`src/rtl/bf16_reduce_sum.sv`:
```
// bf16_reduce_sum: sums N_OPS bf16 operands as a balanced pairwise tree
// ((x0+x1)+(x2+x3))+... using one shared, time-multiplexed adder_bf16.
// Optional feature macro: BF16_REDUCE_ACC_EN adds a running accumulator
// (port acc_clr) and one extra addition acc + tree_sum per vector.
// Ports:
//   clk             rising-edge clock
//   rst             asynchronous active-low reset
//   operands        packed operands, operand i at [16*i+15:16*i]
//   in_STB/in_BUSY  operand vector valid / block occupied
//   acc_clr         (BF16_REDUCE_ACC_EN only) treat accumulator as zero
//   result/out_STB  registered tree sum / result valid
//   out_module_BUSY downstream not ready

// adder_bf16: single-operation bf16 adder with STB/BUSY handshakes.
// Round to nearest even, denormals flushed to zero, quiet NaN 16'h7FC0.
// Ports: i_a/i_b/i_stb/o_busy input side, o_sum/o_stb/i_out_busy output side.
module adder_bf16 (
    input  logic        clk,
    input  logic        rst,
    input  logic [15:0] i_a,
    input  logic [15:0] i_b,
    input  logic        i_stb,
    output logic        o_busy,
    output logic [15:0] o_sum,
    output logic        o_stb,
    input  logic        i_out_busy
);
    typedef enum logic [1:0] {A_IDLE, A_CALC, A_OUT} add_state_t;

    add_state_t  r_state;
    logic [15:0] r_a;
    logic [15:0] r_b;

    function automatic logic [3:0] lzc11(input logic [10:0] v);
        logic [3:0] n;
        logic       found;
        n     = 4'd0;
        found = 1'b0;
        for (int i = 10; i >= 0; i--) begin
            if (!found) begin
                if (v[i]) found = 1'b1;
                else      n = n + 4'd1;
            end
        end
        return n;
    endfunction

    function automatic logic [15:0] bf16_add(input logic [15:0] a, input logic [15:0] b);
        logic               sl, ss;
        logic [7:0]         el, es, d;
        logic [10:0]        ml, ms, mshift, mn;
        logic [21:0]        wide;
        logic [11:0]        sum;
        logic [8:0]         mr;
        logic [3:0]         lz;
        logic signed [9:0]  e;
        logic               rup;
        logic [15:0]        res;
        res = 16'h0000;
        if ((a[14:7] == 8'hFF && a[6:0] != 7'h00) || (b[14:7] == 8'hFF && b[6:0] != 7'h00)) begin
            res = 16'h7FC0;
        end else if (a[14:7] == 8'hFF && b[14:7] == 8'hFF) begin
            res = (a[15] == b[15]) ? a : 16'h7FC0;
        end else if (a[14:7] == 8'hFF) begin
            res = a;
        end else if (b[14:7] == 8'hFF) begin
            res = b;
        end else if (a[14:7] == 8'h00 && b[14:7] == 8'h00) begin
            res = {a[15] & b[15], 15'h0000};
        end else if (a[14:7] == 8'h00) begin
            res = b;
        end else if (b[14:7] == 8'h00) begin
            res = a;
        end else begin
            // Larger magnitude first; mantissa = hidden.7 bits.guard.round.sticky
            if (a[14:0] >= b[14:0]) begin
                {sl, el, ml} = {a[15], a[14:7], 1'b1, a[6:0], 3'b000};
                {ss, es, ms} = {b[15], b[14:7], 1'b1, b[6:0], 3'b000};
            end else begin
                {sl, el, ml} = {b[15], b[14:7], 1'b1, b[6:0], 3'b000};
                {ss, es, ms} = {a[15], a[14:7], 1'b1, a[6:0], 3'b000};
            end
            d      = el - es;
            wide   = {ms, 11'h000} >> d;
            mshift = wide[21:11] | {10'h000, |wide[10:0]};
            e      = $signed({2'b00, el});
            if (sl == ss) sum = {1'b0, ml} + {1'b0, mshift};
            else          sum = {1'b0, ml} - {1'b0, mshift};
            if (sum == 12'h000) begin
                res = 16'h0000;
            end else begin
                if (sum[11]) begin
                    mn = sum[11:1] | {10'h000, sum[0]};
                    e  = e + 10'sd1;
                end else begin
                    lz = lzc11(sum[10:0]);
                    mn = sum[10:0] << lz;
                    e  = e - $signed({6'b000000, lz});
                end
                rup = mn[2] & (mn[1] | mn[0] | mn[3]);
                mr  = {1'b0, mn[10:3]} + {8'h00, rup};
                if (mr[8]) begin
                    mr = mr >> 1;
                    e  = e + 10'sd1;
                end
                if (e <= 10'sd0)        res = {sl, 15'h0000};
                else if (e >= 10'sd255) res = {sl, 8'hFF, 7'h00};
                else                    res = {sl, e[7:0], mr[6:0]};
            end
        end
        return res;
    endfunction

    // Adder handshake FSM: accept, compute one cycle, hold sum until taken
    always_ff @(posedge clk or negedge rst) begin
        if (!rst) begin
            r_state <= A_IDLE;
            r_a     <= 16'h0000;
            r_b     <= 16'h0000;
            o_busy  <= 1'b0;
            o_sum   <= 16'h0000;
            o_stb   <= 1'b0;
        end else begin
            case (r_state)
                A_IDLE: if (i_stb && !o_busy) begin
                    r_a     <= i_a;
                    r_b     <= i_b;
                    o_busy  <= 1'b1;
                    r_state <= A_CALC;
                end
                A_CALC: begin
                    o_sum   <= bf16_add(r_a, r_b);
                    o_stb   <= 1'b1;
                    r_state <= A_OUT;
                end
                A_OUT: if (o_stb && !i_out_busy) begin
                    o_stb   <= 1'b0;
                    o_busy  <= 1'b0;
                    r_state <= A_IDLE;
                end
                default: r_state <= A_IDLE;
            endcase
        end
    end
endmodule

module bf16_reduce_sum #(
    parameter int N_OPS = 4
) (
    input  logic                 clk,
    input  logic                 rst,
    input  logic [16*N_OPS-1:0]  operands,
    input  logic                 in_STB,
`ifdef BF16_REDUCE_ACC_EN
    input  logic                 acc_clr,
`endif
    output logic                 in_BUSY,
    output logic [15:0]          result,
    output logic                 out_STB,
    input  logic                 out_module_BUSY
);
    localparam int LOG2_N = $clog2(N_OPS);
    localparam int N_W    = LOG2_N + 1;

    if ((N_OPS < 2) || (N_OPS > 16) || ((N_OPS & (N_OPS - 1)) != 0)) begin : g_bad_n_ops
        $error("bf16_reduce_sum: N_OPS must be a power of two in 2..16");
    end

    typedef enum logic [2:0] {S_IDLE, S_ISSUE, S_WAIT, S_ACC_ISSUE, S_ACC_WAIT, S_DONE} state_t;

    state_t            r_state;
    logic [15:0]       r_buf [N_OPS];
    logic [LOG2_N-1:0] r_lvl;
    logic [LOG2_N-1:0] r_p;
    logic              r_add_stb;
    logic              r_add_obusy;
    logic [15:0]       w_add_a;
    logic [15:0]       w_add_b;
    logic              w_add_busy;
    logic [15:0]       w_add_sum;
    logic              w_add_ostb;
    logic [LOG2_N-1:0] w_idx_a;
    logic [LOG2_N-1:0] w_idx_b;
    logic [N_W-1:0]    w_pairs;
    logic              w_last_pair;
    logic              w_final;
    logic              w_capture;
    logic              w_write;
`ifdef BF16_REDUCE_ACC_EN
    logic [15:0]       r_acc;
    logic              r_acc_clr;
`endif

    // p < pairs-per-level, so 2p never overflows the index width
    assign w_idx_a     = r_p << 1;
    assign w_idx_b     = w_idx_a + LOG2_N'(1);
    assign w_pairs     = N_W'(N_OPS >> (int'(r_lvl) + 1));
    assign w_last_pair = (({1'b0, r_p} + N_W'(1)) == w_pairs);
    assign w_final     = (r_lvl == LOG2_N'(LOG2_N - 1));
    assign w_capture   = (r_state == S_IDLE) && in_STB;
    assign w_write     = (r_state == S_WAIT) && w_add_ostb && !r_add_obusy;

    // Adder operand select: current tree pair, or accumulator step
    always_comb begin
        w_add_a = r_buf[w_idx_a];
        w_add_b = r_buf[w_idx_b];
`ifdef BF16_REDUCE_ACC_EN
        if (r_state == S_ACC_ISSUE) begin
            w_add_a = r_acc_clr ? 16'h0000 : r_acc;
            w_add_b = r_buf[0];
        end else begin
            w_add_a = r_buf[w_idx_a];
            w_add_b = r_buf[w_idx_b];
        end
`endif
    end

    adder_bf16 u_add (
        .clk        (clk),
        .rst        (rst),
        .i_a        (w_add_a),
        .i_b        (w_add_b),
        .i_stb      (r_add_stb),
        .o_busy     (w_add_busy),
        .o_sum      (w_add_sum),
        .o_stb      (w_add_ostb),
        .i_out_busy (r_add_obusy)
    );

    // Operand buffer: not reset; partial sums overwrite buf[p] in place (p <= 2p)
    always_ff @(posedge clk) begin
        if (w_capture) begin
            for (int i = 0; i < N_OPS; i++) r_buf[i] <= operands[16*i +: 16];
        end else if (w_write) begin
            r_buf[r_p] <= w_add_sum;
        end
    end

    // Control FSM: capture, issue/wait per tree addition, present result
    always_ff @(posedge clk or negedge rst) begin
        if (!rst) begin
            r_state     <= S_IDLE;
            in_BUSY     <= 1'b0;
            out_STB     <= 1'b0;
            result      <= 16'h0000;
            r_add_stb   <= 1'b0;
            r_add_obusy <= 1'b1;
            r_lvl       <= '0;
            r_p         <= '0;
`ifdef BF16_REDUCE_ACC_EN
            r_acc       <= 16'h0000;
            r_acc_clr   <= 1'b0;
`endif
        end else begin
            case (r_state)
                S_IDLE: if (in_STB) begin
                    in_BUSY   <= 1'b1;
                    r_lvl     <= '0;
                    r_p       <= '0;
                    r_add_stb <= 1'b1;
                    r_state   <= S_ISSUE;
`ifdef BF16_REDUCE_ACC_EN
                    r_acc_clr <= acc_clr;
`endif
                end
                S_ISSUE, S_ACC_ISSUE: if (r_add_stb && w_add_busy) begin
                    r_add_stb   <= 1'b0;
                    r_add_obusy <= 1'b0;
                    r_state     <= (r_state == S_ISSUE) ? S_WAIT : S_ACC_WAIT;
                end
                S_WAIT: if (w_add_ostb && !r_add_obusy) begin
                    r_add_obusy <= 1'b1;
                    if (w_last_pair) begin
                        r_p   <= '0;
                        r_lvl <= r_lvl + LOG2_N'(1);
                    end else begin
                        r_p   <= r_p + LOG2_N'(1);
                    end
                    if (w_final) begin
`ifdef BF16_REDUCE_ACC_EN
                        r_add_stb <= 1'b1;
                        r_state   <= S_ACC_ISSUE;
`else
                        result    <= w_add_sum;
                        out_STB   <= 1'b1;
                        r_state   <= S_DONE;
`endif
                    end else begin
                        r_add_stb <= 1'b1;
                        r_state   <= S_ISSUE;
                    end
                end
`ifdef BF16_REDUCE_ACC_EN
                S_ACC_WAIT: if (w_add_ostb && !r_add_obusy) begin
                    r_add_obusy <= 1'b1;
                    r_acc       <= w_add_sum;
                    result      <= w_add_sum;
                    out_STB     <= 1'b1;
                    r_state     <= S_DONE;
                end
`endif
                S_DONE: if (out_STB && !out_module_BUSY) begin
                    out_STB <= 1'b0;
                    in_BUSY <= 1'b0;
                    r_state <= S_IDLE;
                end
                default: r_state <= S_IDLE;
            endcase
        end
    end
endmodule

```
`config.mk`:
```
export PLATFORM = sky130hd
export DESIGN_NAME = bf16_reduce_sum
export DESIGN_NICKNAME = d
export VERILOG_FILES = /design/src/rtl/bf16_reduce_sum.sv
export SDC_FILE = /design/constraint.sdc
export NUM_CORES = 1
export LEC_CHECK = 0
export CAP_MARGIN = 10
export CORE_MARGIN = 10
export CORE_UTILIZATION = 51
export CTS_CLUSTER_DIAMETER = 30
export DETAILED_ROUTE_END_ITERATION = 12
export GPL_ROUTABILITY_DRIVEN = 0
export GPL_TIMING_DRIVEN = 0
export PLACE_DENSITY = 0.79
export SYNTH_ARGS = -nofsm -noshare
export SYNTH_HDL_FRONTEND = slang
export SYNTH_SLANG_ARGS = --single-unit
```
`constraint.sdc`:
```
create_clock -name clk -period 16.6 [get_ports clk]
set_clock_uncertainty 0.2 [all_clocks]
set_input_delay 4.15 -clock clk [delete_from_list [all_inputs] [get_ports clk]]
set_output_delay 4.15 -clock clk [all_outputs]
set_load 0.01 [all_outputs]
```
==> results.py <==
metrics = {
    "global_routing": {
        "grt_usage_pct": 23.82,
        "antenna_found_initial": 0,
        "grt-ovfl-total": 0,
        "grt_pass1_vias": 10742,
        "grt_pass1_wl_microns": 56350,
        "grt_max_degree": 56,
    },
    "routing": {
        "viasPerCell": 6.482,
        "antenna_left": 0,
        "drtIter0Drc": 1608,
        "drtPass1Iterations": 7,
        "post_drt_wl_per_cell_microns": 20.16,
        "vias": 11480,
        "drc": 0,
        "drt_wl_total_microns": 35700,
    },
    "die": {
        "die_w_microns": 171.0,
        "placementRows": 55,
        "num_io_pins": 86,
        "core-area_sq_um": 22500,
        "dieHeight_microns": 171.0,
        "fp.dieArea_sq_um": 29230,
        "initial_utilization_pct": 51.65,
    },
    "sta": {
        "setup_violations": 0,
        "post-route-min-period_ns": 15.81,
        "drv_slew": 0,
        "post-route-period-util_pct": 95.26,
        "worst_pin_slew_ns": 1.208,
        "slew_headroom_pct": 18.71,
        "final.setup.tns_ns": 0,
        "max_freq_ghz": 0.06324,
        "hold_viol": 0,
    },
    "clock_tree": {
        "cts.htree.levels": 4,
        "cts.sinks": 143,
        "clk_pin_slew_worst_paths_ns": 0.07,
        "cts_hold_buf": 0,
        "clk_latency_ns": 0.43,
        "cts.path.max_buffers": 2,
        "cts_tree": "yes",
        "numCtsBuffers": 17,
        "cts-root-buf": "clkbuf_16",
    },
    "final_layout": {
        "nets": 1586,
        "syn2layout_area_growth_pct": 18.45,
        "fill_cells": 1892,
        "layout-drive-gt1-share_pct": 14.00,
        "num_antenna_cells": 0,
    },
    "placed_design": {
        "port_buffers": 85,
        "dpl.hpwl_microns": 26680,
    },
    "setup_path": {
        "cp.required_ns": 16.70,
        "crit_buf_inv": 10,
        "cpLargestDelayFamily": "simple AND/OR/NAND/NOR gates",
        "crit_top_cell": "ha_1",
        "rr_worst_depth": 73,
        "reg2reg_to": "u_add.o_sum[1]",
        "slowest_stage": "or4b_2",
        "cp.arrival_ns": 15.91,
        "critPathLaunchType": "flop",
        "cpPeakStageDelay_ns": 0.59,
        "r2r_start": "u_add.r_a[11]",
        "rrSetupSlack_ns": 0.79,
        "worstSetupPathType": "flop to flop",
        "path_max_fanout": 10,
        "end_kind": "flop",
    },
    "flow_run": {
        "drv_cap": 0,
    },
    "worst_hold_path": {
        "hold_end": "r_lvl[1]",
        "hp-class": "flop to flop",
        "hold_path_depth": 1,
        "holdCritStartpoint": "r_lvl[1]",
    },
    "yosys": {
        "ys_types": 87,
        "synth_nets": 1468,
        "synth_edf_count": 64,
        "ys_seq_area_share_pct": 33.56,
        "synth_flop_cell": "dfrtp_1",
        "syn_area_sq_um": 11620,
        "synthArstFlopShare_pct": 55.24,
        "ys_warn_count": 0,
        "syn_inst": 1355,
        "syn_area_per_cell_sq_um": 8.577,
        "synth-seq-cells": 143,
    },
    "run_status": {
        "outcome": "finished, final reports clean",
    },
}
[layout make-up]
class,instances,area (sq um),area share [%]
clock inverter,14,131.4,0.9543
multi-input combinational,1099,7463,54.21
tap,285,356.6,2.590
sequential,143,3909,28.39
inverter,44,165.2,1.200
clock buffer,18,429.2,3.117
timing repair buffer,103,1003,7.289
buffer,65,309.0,2.245
[stage by stage]
step	hold WS [ns]	worst slack [ns]	cell area, sq um	std cells	util [%]
global placement	0.2651	-1.121	12830	1725	57.01
detailed placement	0.2908	-1.470	12850	1726	57.13
finish	0.2982	0.7867	13770	1771	61.18
floorplan	0.2658	1.459	11620	1355	-
CTS	0.3045	0.01051	13440	1756	59.74
global route	0.3199	-0.1436	13770	1771	61.18
[worst max-delay path by stage]
stage | from | endpoint | slack (ns) | cells past startpoint
2_1_floorplan | u_add.r_b[5] | u_add.o_sum[1] | 1.46 | 77
3_3_place_gp | u_add.r_b[5] | u_add.o_sum[1] | -1.12 | 77
3_5_place_dp | u_add.r_b[5] | u_add.o_sum[5] | -1.47 | 77
4_1_cts | u_add.r_b[5] | u_add.o_sum[1] | 0.01 | 74
5_1_grt | u_add.r_b[9] | u_add.o_sum[1] | -0.14 | 74
6_report | u_add.r_a[11] | u_add.o_sum[1] | 0.79 | 73
[cells in the final DEF (no fill, tap or decap), drive strengths merged, types with 9 or more instances in the layout]
| cell | synthesis | routed |
|---|---|---|
| nor2b | 17 | 17 |
| clkbuf | 57 | 68 |
| a211oi | 13 | 13 |
| a31oi | 16 | 16 |
| inv | 44 | 49 |
| nand2b | 13 | 13 |
| o21a | 20 | 20 |
| buf | 12 | 34 |
| a21boi | 9 | 9 |
| xor2 | 11 | 11 |
| mux2 | 73 | 73 |
| nor4 | 21 | 21 |
| nand3 | 34 | 34 |
| o21ai | 76 | 76 |
| nor2 | 146 | 146 |
| nand2 | 159 | 159 |
| dfrtp | 78 | 78 |
| o31ai | 15 | 15 |
| and2 | 12 | 12 |
| nor3 | 26 | 26 |
| or2 | 10 | 10 |
| edfxtp | 64 | 64 |
| a21oi | 112 | 112 |
| mux2i | 61 | 61 |
| or3 | 12 | 12 |
| o22ai | 14 | 14 |
| ha | 43 | 43 |
| o211ai | 18 | 18 |
| clkdlybuf4s50 | 0 | 84 |
| xnor2 | 24 | 24 |
| nand4 | 18 | 18 |
[state kept, by name, indices dropped and copies added, names as in the netlist]
| register | flops |
|---|---|
| in_BUSY | 1 |
| u_add.o_busy | 1 |
| r_add_obusy | 1 |
| r_add_stb | 1 |
| u_add.o_sum | 16 |
| r_p | 2 |
| u_add.r_b | 16 |
| u_add.r_a | 16 |
| u_add.o_stb | 1 |
| r_state | 3 |
| r_lvl | 2 |
| r_buf | 64 |
| result | 16 |
| out_STB | 1 |
| u_add.r_state | 2 |
[what timing repair did]
action	in CTS	in global routing
buffers inserted	1	16
pin swaps	1	12
setup endpoints to repair	15	15
gates resized for setup	12	66
[cell families (layout without fill, tap and decap cells)]
kind of cell | Yosys count | count (layout) | synth area share (%)
AND/OR/NAND/NOR | 502 | 502 | 20.68
AO/OA/AOI/OAI | 380 | 380 | 21.36
flip-flops | 143 | 143 | 33.56
multiplexers | 137 | 137 | 12.91
buffers and inverters | 113 | 244 | 3.886
adder cells (fa/ha/maj) | 45 | 45 | 4.974
XOR/XNOR | 35 | 35 | 2.637
[synth_stat cells, types with 8 or more instances]
library cell / count / area [sq um]
nand2_1: 159 / 596.8
nor2_1: 146 / 548.0
a21oi_1: 112 / 560.5
dfrtp_1: 78 / 1952
mux2_2: 72 / 810.8
o21ai_0: 67 / 335.3
edfxtp_1: 64 / 1922
mux2i_1: 61 / 610.6
clkbuf_1: 57 / 214.0
ha_1: 43 / 538.0
inv_1: 43 / 161.4
nand3_1: 34 / 170.2
nor3_1: 26 / 130.1
xnor2_1: 24 / 210.2
o21a_1: 20 / 150.1
nor4_1: 19 / 118.9
nand4_1: 18 / 112.6
o211ai_1: 18 / 135.1
nor2b_1: 17 / 106.4
a31oi_1: 16 / 100.1
o31ai_1: 15 / 112.6
a211oi_1: 13 / 97.59
nand2b_1: 13 / 81.33
o22ai_1: 13 / 81.33
and2_1: 12 / 75.07
or3_1: 12 / 75.07
xor2_1: 11 / 96.34
or2_2: 10 / 62.56
a21boi_0: 8 / 60.06
o21ai_1: 8 / 40.04
[routing by layer]
metal / global-route usage [%] / vias up / part of all wire (%)
li1: - / 5300 / -
met1: 30.69 / 5399 / 41
met5: 0 / - / 0
met4: 7.259 / 0 / 3.2
met3: 4.562 / 108 / 9.2
met2: 39.54 / 673 / 47
Power is left out: the tool's default activity adds up to more than one toggle a clock period on the data nets, which glitch-free logic cannot reach.
